### config.mk
export PLATFORM = sky130hd
export DESIGN_NAME = mem_stage_flat
export DESIGN_NICKNAME = d
export VERILOG_FILES = /design/src/rtl/cpu_types_pkg.sv /design/src/rtl/mem_stage_if.sv /design/src/rtl/link_reg.sv /design/src/rtl/mem_stage.sv /design/src/flat_wrapper.sv
export SDC_FILE = /design/constraint.sdc
export NUM_CORES = 1
export LEC_CHECK = 0
export CORE_AREA = 2 2 92 94
export DETAILED_ROUTE_END_ITERATION = 7
export DIE_AREA = 0 0 94 96
export HOLD_SLACK_MARGIN = 0.05
export PLACE_DENSITY = 0.81
export SLEW_MARGIN = 10
export SYNTH_ARGS = -nofsm -noshare
export SYNTH_HDL_FRONTEND = slang
export SYNTH_SLANG_ARGS = --single-unit
### constraint.sdc
create_clock -name CLK -period 2.25 [get_ports CLK]
set_input_delay 0.675 -clock CLK [delete_from_list [all_inputs] [get_ports CLK]]
set_output_delay 0.675 -clock CLK [all_outputs]
set_load 0.02 [all_outputs]
### src/rtl/cpu_types_pkg.sv
// Shared datapath types for the memory stage: word type, stage FSM states
// and the byte-offset width ignored by the word-address compares.
package cpu_types_pkg;

  typedef logic [31:0] word_t;

  typedef enum logic [1:0] {
    IDLE = 2'd0,
    WAIT = 2'd1,
    HELD = 2'd2
  } memstate_t;

  localparam int WBYTE_OFF = 2;

endpackage

### src/rtl/mem_stage_if.sv
// Data-cache port of the memory stage: request side driven by the stage
// (master), completion/read data and coherence snoop driven by the cache
// (slave).
interface mem_stage_if #(
  parameter int WORD_W = 32
);
  logic              dmemREN;
  logic              dmemWEN;
  logic [WORD_W-1:0] dmemaddr;
  logic [WORD_W-1:0] dmemstore;
  logic              dhit;
  logic [WORD_W-1:0] dload;
  logic              ccinv;
  logic [WORD_W-1:0] ccaddr;

  modport master (
    output dmemREN, dmemWEN, dmemaddr, dmemstore,
    input  dhit, dload, ccinv, ccaddr
  );

  modport slave (
    input  dmemREN, dmemWEN, dmemaddr, dmemstore,
    output dhit, dload, ccinv, ccaddr
  );
endinterface

### src/rtl/link_reg.sv
// Load-linked / store-conditional link register. Holds the word address of
// the last completed LL, compares it against SC addresses and coherence
// invalidates (byte offset ignored), and reports whether the SC fails.
// An invalidate matching an LL completing in the same cycle wins.
module link_reg
  import cpu_types_pkg::*;
#(
  parameter int WORD_W = 32
) (
  input  logic              CLK,
  input  logic              nRST,
  input  logic              ll_hit,    // LL completing this cycle
  input  logic              sc_issue,  // SC presented to the cache this cycle
  input  logic              SC_in,
  input  logic              dhit,
  input  logic [WORD_W-1:0] addr_in,
  input  logic              ccinv,
  input  logic [WORD_W-1:0] ccaddr,
  output logic              sc_fail
);

  localparam int AW = WORD_W - WBYTE_OFF;

  logic          link_valid_q, link_valid_d;
  logic [AW-1:0] link_addr_q, link_addr_d;
  logic          match_s, inv_old_s, inv_new_s, sc_done_s;
  logic          unused_s;

  assign unused_s = ^{addr_in[WBYTE_OFF-1:0], ccaddr[WBYTE_OFF-1:0]};

  // Address compares, SC outcome and SC completion (a failed SC completes at once)
  always_comb begin
    match_s   = link_valid_q & (link_addr_q == addr_in[WORD_W-1:WBYTE_OFF]);
    inv_old_s = ccinv & (ccaddr[WORD_W-1:WBYTE_OFF] == link_addr_q);
    inv_new_s = ccinv & (ccaddr[WORD_W-1:WBYTE_OFF] == addr_in[WORD_W-1:WBYTE_OFF]);
    sc_fail   = SC_in & ~match_s;
    sc_done_s = sc_issue & (sc_fail | dhit);
  end

  // Next link state: LL sets (unless invalidated in the same cycle), SC or snoop clears
  always_comb begin
    link_valid_d = link_valid_q;
    link_addr_d  = link_addr_q;
    if (ll_hit) begin
      link_addr_d  = addr_in[WORD_W-1:WBYTE_OFF];
      link_valid_d = ~inv_new_s;
    end else if (sc_done_s | inv_old_s) begin
      link_valid_d = 1'b0;
    end else begin
      link_valid_d = link_valid_q;
    end
  end

  // Link register flops
  always_ff @(posedge CLK or negedge nRST) begin
    if (!nRST) begin
      link_valid_q <= 1'b0;
      link_addr_q  <= '0;
    end else begin
      link_valid_q <= link_valid_d;
      link_addr_q  <= link_addr_d;
    end
  end

endmodule

### src/rtl/mem_stage.sv
// Memory-access stage: drives the data-cache request, stalls the pipeline on
// a miss, holds the returned word while a downstream hazard freezes the
// pipeline, and gates the register-write qualifier.
// Optional feature macro LLSC_EN: when defined, LL/SC use the link register
// (link_reg); otherwise LL is a plain load and SC an unconditional store
// returning 1.
module mem_stage
  import cpu_types_pkg::*;
#(
  parameter int WORD_W = 32
) (
  input  logic              CLK,
  input  logic              nRST,
  input  logic              memREN_in,
  input  logic              memWEN_in,
  input  logic              LL_in,
  input  logic              SC_in,
  input  logic [WORD_W-1:0] addr_in,
  input  logic [WORD_W-1:0] store_in,
  input  logic              regWEN_in,
  input  logic              pipe_stall,
  mem_stage_if.master       bus,
  output logic              mem_stall,
  output logic [WORD_W-1:0] dmemload_out,
  output logic              regWEN_out
);

  memstate_t         state_q, state_d;
  logic [WORD_W-1:0] held_q, held_d;
  logic              live_s, access_s, advance_s, sc_fail_s;
  logic [WORD_W-1:0] result_s;

  assign live_s    = (state_q != HELD);
  assign advance_s = ~pipe_stall;
  assign access_s  = memREN_in | (memWEN_in & ~sc_fail_s);

`ifdef LLSC_EN
  link_reg #(.WORD_W(WORD_W)) u_link (
    .CLK      (CLK),
    .nRST     (nRST),
    .ll_hit   (LL_in & memREN_in & bus.dhit & live_s),
    .sc_issue (SC_in & memWEN_in & live_s),
    .SC_in    (SC_in),
    .dhit     (bus.dhit),
    .addr_in  (addr_in),
    .ccinv    (bus.ccinv),
    .ccaddr   (bus.ccaddr),
    .sc_fail  (sc_fail_s)
  );
`else
  logic unused_s;
  assign unused_s  = ^{LL_in, bus.ccinv, bus.ccaddr};
  assign sc_fail_s = 1'b0;
`endif

  // Word the instruction produces this cycle: SC status, load data, or zero
  always_comb begin
    if (SC_in) begin
      result_s = {{(WORD_W-1){1'b0}}, ~sc_fail_s};
    end else if (memREN_in) begin
      result_s = bus.dload;
    end else begin
      result_s = '0;
    end
  end

  // Cache requests, stall and MEM/WB-facing outputs; HELD replays the latched word
  always_comb begin
    bus.dmemREN   = memREN_in & live_s;
    bus.dmemWEN   = memWEN_in & ~sc_fail_s & live_s;
    bus.dmemaddr  = addr_in;
    bus.dmemstore = store_in;
    mem_stall     = access_s & ~bus.dhit & live_s;
    regWEN_out    = regWEN_in & ~mem_stall;
    dmemload_out  = live_s ? result_s : held_q;
  end

  // FSM next state and capture of the result when the pipe is frozen at completion
  always_comb begin
    state_d = state_q;
    held_d  = held_q;
    case (state_q)
      IDLE: begin
        if (access_s & bus.dhit & ~advance_s) begin
          state_d = HELD;
          held_d  = result_s;
        end else if (access_s & ~bus.dhit) begin
          state_d = WAIT;
        end else begin
          state_d = IDLE;
        end
      end
      WAIT: begin
        // An SC losing its link mid-wait drops the access; do not wait for it
        if (~access_s) begin
          state_d = IDLE;
        end else if (bus.dhit & advance_s) begin
          state_d = IDLE;
        end else if (bus.dhit) begin
          state_d = HELD;
          held_d  = result_s;
        end else begin
          state_d = WAIT;
        end
      end
      HELD: begin
        if (advance_s) begin
          state_d = IDLE;
        end else begin
          state_d = HELD;
        end
      end
      default: state_d = IDLE;
    endcase
  end

  // FSM and held-word flops
  always_ff @(posedge CLK or negedge nRST) begin
    if (!nRST) begin
      state_q <= IDLE;
      held_q  <= '0;
    end else begin
      state_q <= state_d;
      held_q  <= held_d;
    end
  end

endmodule

### src/flat_wrapper.sv
// flat-port wrapper written by rule: the top's interface ports become plain ports
module mem_stage_flat import cpu_types_pkg::*;
#(
  parameter int WORD_W = 32
)
  (CLK, nRST, memREN_in, memWEN_in, LL_in, SC_in, addr_in, store_in, regWEN_in, pipe_stall, mem_stall, dmemload_out, regWEN_out, bus_dmemREN, bus_dmemWEN, bus_dmemaddr, bus_dmemstore, bus_dhit, bus_dload, bus_ccinv, bus_ccaddr);
  mem_stage_if #(.WORD_W(WORD_W)) bus_i ();
  input  logic CLK;
  input  logic nRST;
  input  logic memREN_in;
  input  logic memWEN_in;
  input  logic LL_in;
  input  logic SC_in;
  input  logic [WORD_W-1:0] addr_in;
  input  logic [WORD_W-1:0] store_in;
  input  logic regWEN_in;
  input  logic pipe_stall;
  output logic mem_stall;
  output logic [WORD_W-1:0] dmemload_out;
  output logic regWEN_out;
  output wire logic [$bits(bus_i.dmemREN)-1:0] bus_dmemREN;
  output wire logic [$bits(bus_i.dmemWEN)-1:0] bus_dmemWEN;
  output wire logic [$bits(bus_i.dmemaddr)-1:0] bus_dmemaddr;
  output wire logic [$bits(bus_i.dmemstore)-1:0] bus_dmemstore;
  input wire logic [$bits(bus_i.dhit)-1:0] bus_dhit;
  input wire logic [$bits(bus_i.dload)-1:0] bus_dload;
  input wire logic [$bits(bus_i.ccinv)-1:0] bus_ccinv;
  input wire logic [$bits(bus_i.ccaddr)-1:0] bus_ccaddr;
  assign bus_dmemREN = bus_i.dmemREN;
  assign bus_dmemWEN = bus_i.dmemWEN;
  assign bus_dmemaddr = bus_i.dmemaddr;
  assign bus_dmemstore = bus_i.dmemstore;
  assign bus_i.dhit = bus_dhit;
  assign bus_i.dload = bus_dload;
  assign bus_i.ccinv = bus_ccinv;
  assign bus_i.ccaddr = bus_ccaddr;
  mem_stage #(.WORD_W(WORD_W)) u_core (.CLK(CLK), .nRST(nRST), .memREN_in(memREN_in), .memWEN_in(memWEN_in), .LL_in(LL_in), .SC_in(SC_in), .addr_in(addr_in), .store_in(store_in), .regWEN_in(regWEN_in), .pipe_stall(pipe_stall), .bus(bus_i), .mem_stall(mem_stall), .dmemload_out(dmemload_out), .regWEN_out(regWEN_out));
endmodule
Word-level counts from Yosys, hierarchy flattened
Cells that the tools add are included.
{ "totals": {"regBits": 34, "in_bits": 138, "out_inout_bits": 100} }
{ "op_classes": {"n_eq_ne": 7, "n_mux": 15, "n_bitwise": 12, "reduce_logical": 3} }
{ "op_table": {"columns": ["cell", "count"], "rows": [
  ["32-bit two-way mux", 7],
  ["32-bit one-hot mux with 2 select lines", 1],
  ["2-bit two-way mux", 5],
  ["1-bit AND", 8],
  ["2-bit inequality test (second input constant)", 3],
  ["2-bit one-hot mux with 3 select lines", 1],
  ["5-bit AND reduction", 1],
  ["2-bit by 1-bit inequality test with 1-bit output (second input constant)", 2],
  ["1-bit inverter", 3],
  ["2-bit by 1-bit equality test with 1-bit output (second input constant)", 1],
  ["2-bit equality test (second input constant)", 1],
  ["2-bit logical NOT", 1],
  ["2-bit nonzero test", 1],
  ["1-bit two-way mux", 1],
  ["1-bit bitwise OR", 1]
]} }

Logic depth before layout (Yosys ltp)
{ "logic_depth": {"ltp_word": 6, "mapped_depth": 5, "depth_no_buf": 3} }

Worst setup path before layout
OpenSTA, ideal clock, no wires.
{ "synth_path": {"path_type": "input -> output", "from": "input port memREN_in", "to": "output port dmemload_out[10]", "t_arrival_ns": 1.619, "path_slack_ns": -0.044, "cell_stages": 4, "path_buffers": 1, "cell_sequence": "nor2b_1 > buf_2 > nand2_1 > o21ai_0"} }
{ "synth_via": {"elab_chain_len": 3} }
{ "synth_lines": {"columns": ["item", "line", "rtl"], "rows": [
  ["from (decl)", "flat_wrapper.sv:10", "input logic memREN_in;"],
  ["32-bit two-way mux", "mem_stage.sv:60", "end else if (memREN_in) begin"],
  ["32-bit two-way mux", "mem_stage.sv:58", "if (SC_in) begin"],
  ["32-bit two-way mux", "mem_stage.sv:75", "dmemload_out = live_s ? result_s : held_q;"],
  ["to (decl)", "flat_wrapper.sv:19", "output logic [WORD_W-1:0] dmemload_out;"]
]} }
No other way between the ends.

Worst setup path after layout
{ "layout_path": {"from": "input port SC_in", "to": "output port dmemload_out[15]"} }
{ "layout_via": {"elab_chain_len": 2} }
{ "layout_lines": {"columns": ["item", "line", "rtl"], "rows": [
  ["from (decl)", "flat_wrapper.sv:13", "input logic SC_in;"],
  ["32-bit two-way mux", "mem_stage.sv:58", null],
  ["32-bit two-way mux", "mem_stage.sv:75", null]
]} }
No other way between the ends.

==> summary.txt <==
Drt
  – Via count: 1943
  – Drt first pass iters: 4
  – Drt drc: 0
  – Routed WL: 5690 µm
  – Drt wl/cell: 12.9 µm
  – Vias/cell: 4.40
  – Post-route ant nets: 0
  – Initial drt markers: 49

Floorplan
  – I/O pin cnt: 238
  – Chip height: 96 µm
  – Area of the die: 0.00902 mm²
  – Core Area: 0.00805 mm²
  – Site Rows: 33
  – Chip Width: 94 µm
  – Initial Util: 29.1%

STA
  – Final clock skew: 0.00305 ns
  – Final worst path period share: 98.5%
  – Worst-Margin Slew: 0.786 ns
  – Highest Clock Rate: 0.451 GHz
  – Crit path time final: 2.22 ns
  – Hold WS: 0.474 ns
  – Final hold violations: 0
  – Max-slew headroom: 47.6%
  – RSZ-0062 raised after global routing: yes
  – Final setup vio count: 0
  – Pins Over Slew Limit: 0

Worst setup path
  – CP Data Arrival Time: 1.54 ns
  – CP Max Fanout: 7
  – Worst setup EP type: primary output
  – Required time worst endpoint: 1.57 ns
  – R2R depth: 4
  – Critical R2R Launch: u_core.state_q[1]
  – Crit Path Category: in2out
  – Worst Setup SP: SC_in
  – Setup crit start kind: input port

GRT
  – Overflow after GRT: 0
  – Initial antenna violation count: 0
  – Vias in the first global route: 1990
  – First-pass GRT wire length: 9180 µm
  – Pin count of the biggest net entering global routing: 35
  – Gr usage total: 13.0%

Logic synthesis
  – Synth top area cells: dfrtp_1, buf_4, mux2i_1, nand2_1, o21ai_0
  – Post-synth EDFFs: 0
  – Top cell type's share of synthesized area: 36.4%
  – Count of state elements after synthesis: 34
  – Post-synth ARST share: 100%
  – Top_reg_cell synth: dfrtp_1
  – Post-Syn Area: 0.00234 mm²
  – Mapped Nets: 419
  – Seq/Total Area, Yosys: 36.4%
  – Commonest cells in the netlist: buf_4, nand2_1, dfrtp_1, mux2i_1, inv_1
  – Ys Warns: 0
  – Count leader, synth: buf_4
  – Syn_area_per_cell: 8.33 µm²
  – Leading area contributor after synthesis: dfrtp_1
  – Post-synthesis cell type count: 16
  – Post-Synthesis Cells: 281

Clock network
  – Hold-fix buffers, CTS: 0
  – # H-tree levels: 2
  – Clk sinks: 34
  – CTS buffer count: 5
  – TritonCTS clock tree: yes
  – Skew-Pair Late Insertion Delay: 0.28 ns
  – Root buffer cell: clkbuf_8
  – CTS max path bufs: 2
  – Clock transition at path regs: 0.07 ns

Power
  – Peak VDD IR: 0.273 mV
  – Pwr Density: 531 mW/mm²
  – Clock power frac: 25.3%
  – Internal Power: 1170 µW
  – Power, Total: 1710 µW
  – Flop pwr share: 42.9%
  – Logic pwr share: 31.8%
  – P_leak: 0.00152 µW
  – Switching Fraction: 31.5%
  – Sw power: 539 µW

Finish
  – Final design utilization: 40.1%
  – Syn-to-layout area delta: 38.0%
  – N_diodes: 0
  – Register area: 851 µm²
  – Area occupied by multi-input gates: 922 µm²
  – Share of cells above drive strength 1: 36.8%
  – Post-layout nets: 475
  – Final-layout fill cell count: 791

Hold path
  – HP Class: in2async

Placed design
  – Final GP Congestion: 0.722
  – Port bufs: 75
  – HPWL Detailed: 4010 µm

Status
  – Status: finished, final reports clean

Flow run
  – Max-cap viol count: 0
-- metal layers --
metal,global-route usage (%),share of wire [%],vias to the layer above
met5,0,0,-
met4,5.31,2.4,0
met3,3.92,7.5,27
met2,22.6,50,82
met1,14.9,40,913
li1,-,-,921
-- per-stage QoR --
stage | std cells | setup slack (ns) | cell area, µm² | TNS, ns
after CTS | 440 | 0.0121 | 3120 | 0
final | 442 | 0.0335 | 3230 | 0
after detailed placement | 428 | -0.849 | 3020 | -27.64
after global placement | 428 | -0.807 | 3020 | -26.01
after global routing | 442 | -0.0169 | 3230 | -0.0882
after floorplan | 281 | 0.0293 | 2340 | 0
-- worst max-delay path: stages --
cell	delay (ns)
buf_6	0.10
nor2b_4	0.12
buf_6	0.14
buf_12	0.15
nand2_4	0.06
o21ai_2	0.15
buf_6	0.13
-- cells in the final DEF, fill, tap and decap left out --
cell	Yosys	layout
buf_4	64	53
nand2_1	63	49
dfrtp_1	34	34
mux2i_1	33	33
inv_1	32	32
clkdlybuf4s50_1	0	32
o21ai_1	0	22
buf_6	0	16
buf_2	7	14
o21ai_2	0	9
nand2_2	0	7
nand2_4	0	7
clkbuf_8	0	5
buf_12	0	4
nor2b_1	4	3
clkinv_2	0	2
dlymetal6s2s_1	0	2
dlygate4sd2_1	0	2
clkdlybuf4s15_1	0	2
and2b_4	0	1
nor2b_4	0	1
a21oi_2	0	1
nor2_2	0	1
nor3_1	2	1
nor3_4	1	1
a21o_1	1	1
nor3_2	0	1
buf_8	3	1
-- registers in the layout (all words and copies together), names as in the netlist --
| name | flops |
|---|---|
| u_core.held_q | 32 |
| u_core.state_q | 2 |
-- power groups by stage --
| stage | clock network, µW | logic (µW) | registers, µW |
|---|---|---|---|
| CTS | 463 | 526 | 735 |
| floorplan | 0 | 418 | 736 |
| detailed placement | 0 | 526 | 745 |
| finish | 434 | 545 | 736 |
| global placement | 0 | 510 | 741 |
| global route | 481 | 595 | 745 |
-- layout make-up --
class / instances / area share, %
flip-flops and latches: 34 / 26.3
inverters: 32 / 3.72
clock buffers: 5 / 2.13
clock inverters: 2 / 0.310
repair buffers: 126 / 34.9
well taps: 105 / 4.07
multi-input cells: 138 / 28.6
-- cells by family (layout without fill, tap and decap cells) --
logic type | after synthesis | in the layout | share of synthesized area, %
buffers and inverters | 109 | 165 | 29.6
flip-flops | 34 | 34 | 36.4
AO/OA/AOI/OAI | 33 | 33 | 7.17
multiplexers | 33 | 33 | 14.1
AND/OR/NAND/NOR | 72 | 72 | 12.8
-- worst paths after layout --
path / end / slack, ns
max: dmemload_out[15] / 0.03
min: u_core.held_q[21] / 0.47
max reg2reg: u_core.held_q[28] / 0.88
min reg2reg: u_core.held_q[4] / 0.52
max in group asynchronous: u_core.held_q[10] / 1.28
min in group CLK: u_core.held_q[4] / 0.52
-- timing repair --
action	in CTS	in global routing
buffers inserted	3	2
pin swaps	10	13
hold endpoints to repair	0	0
setup endpoints to repair	36	34
gates resized for setup	203	31
gates cloned	2	0
Power figures use the tool's default switching activity.
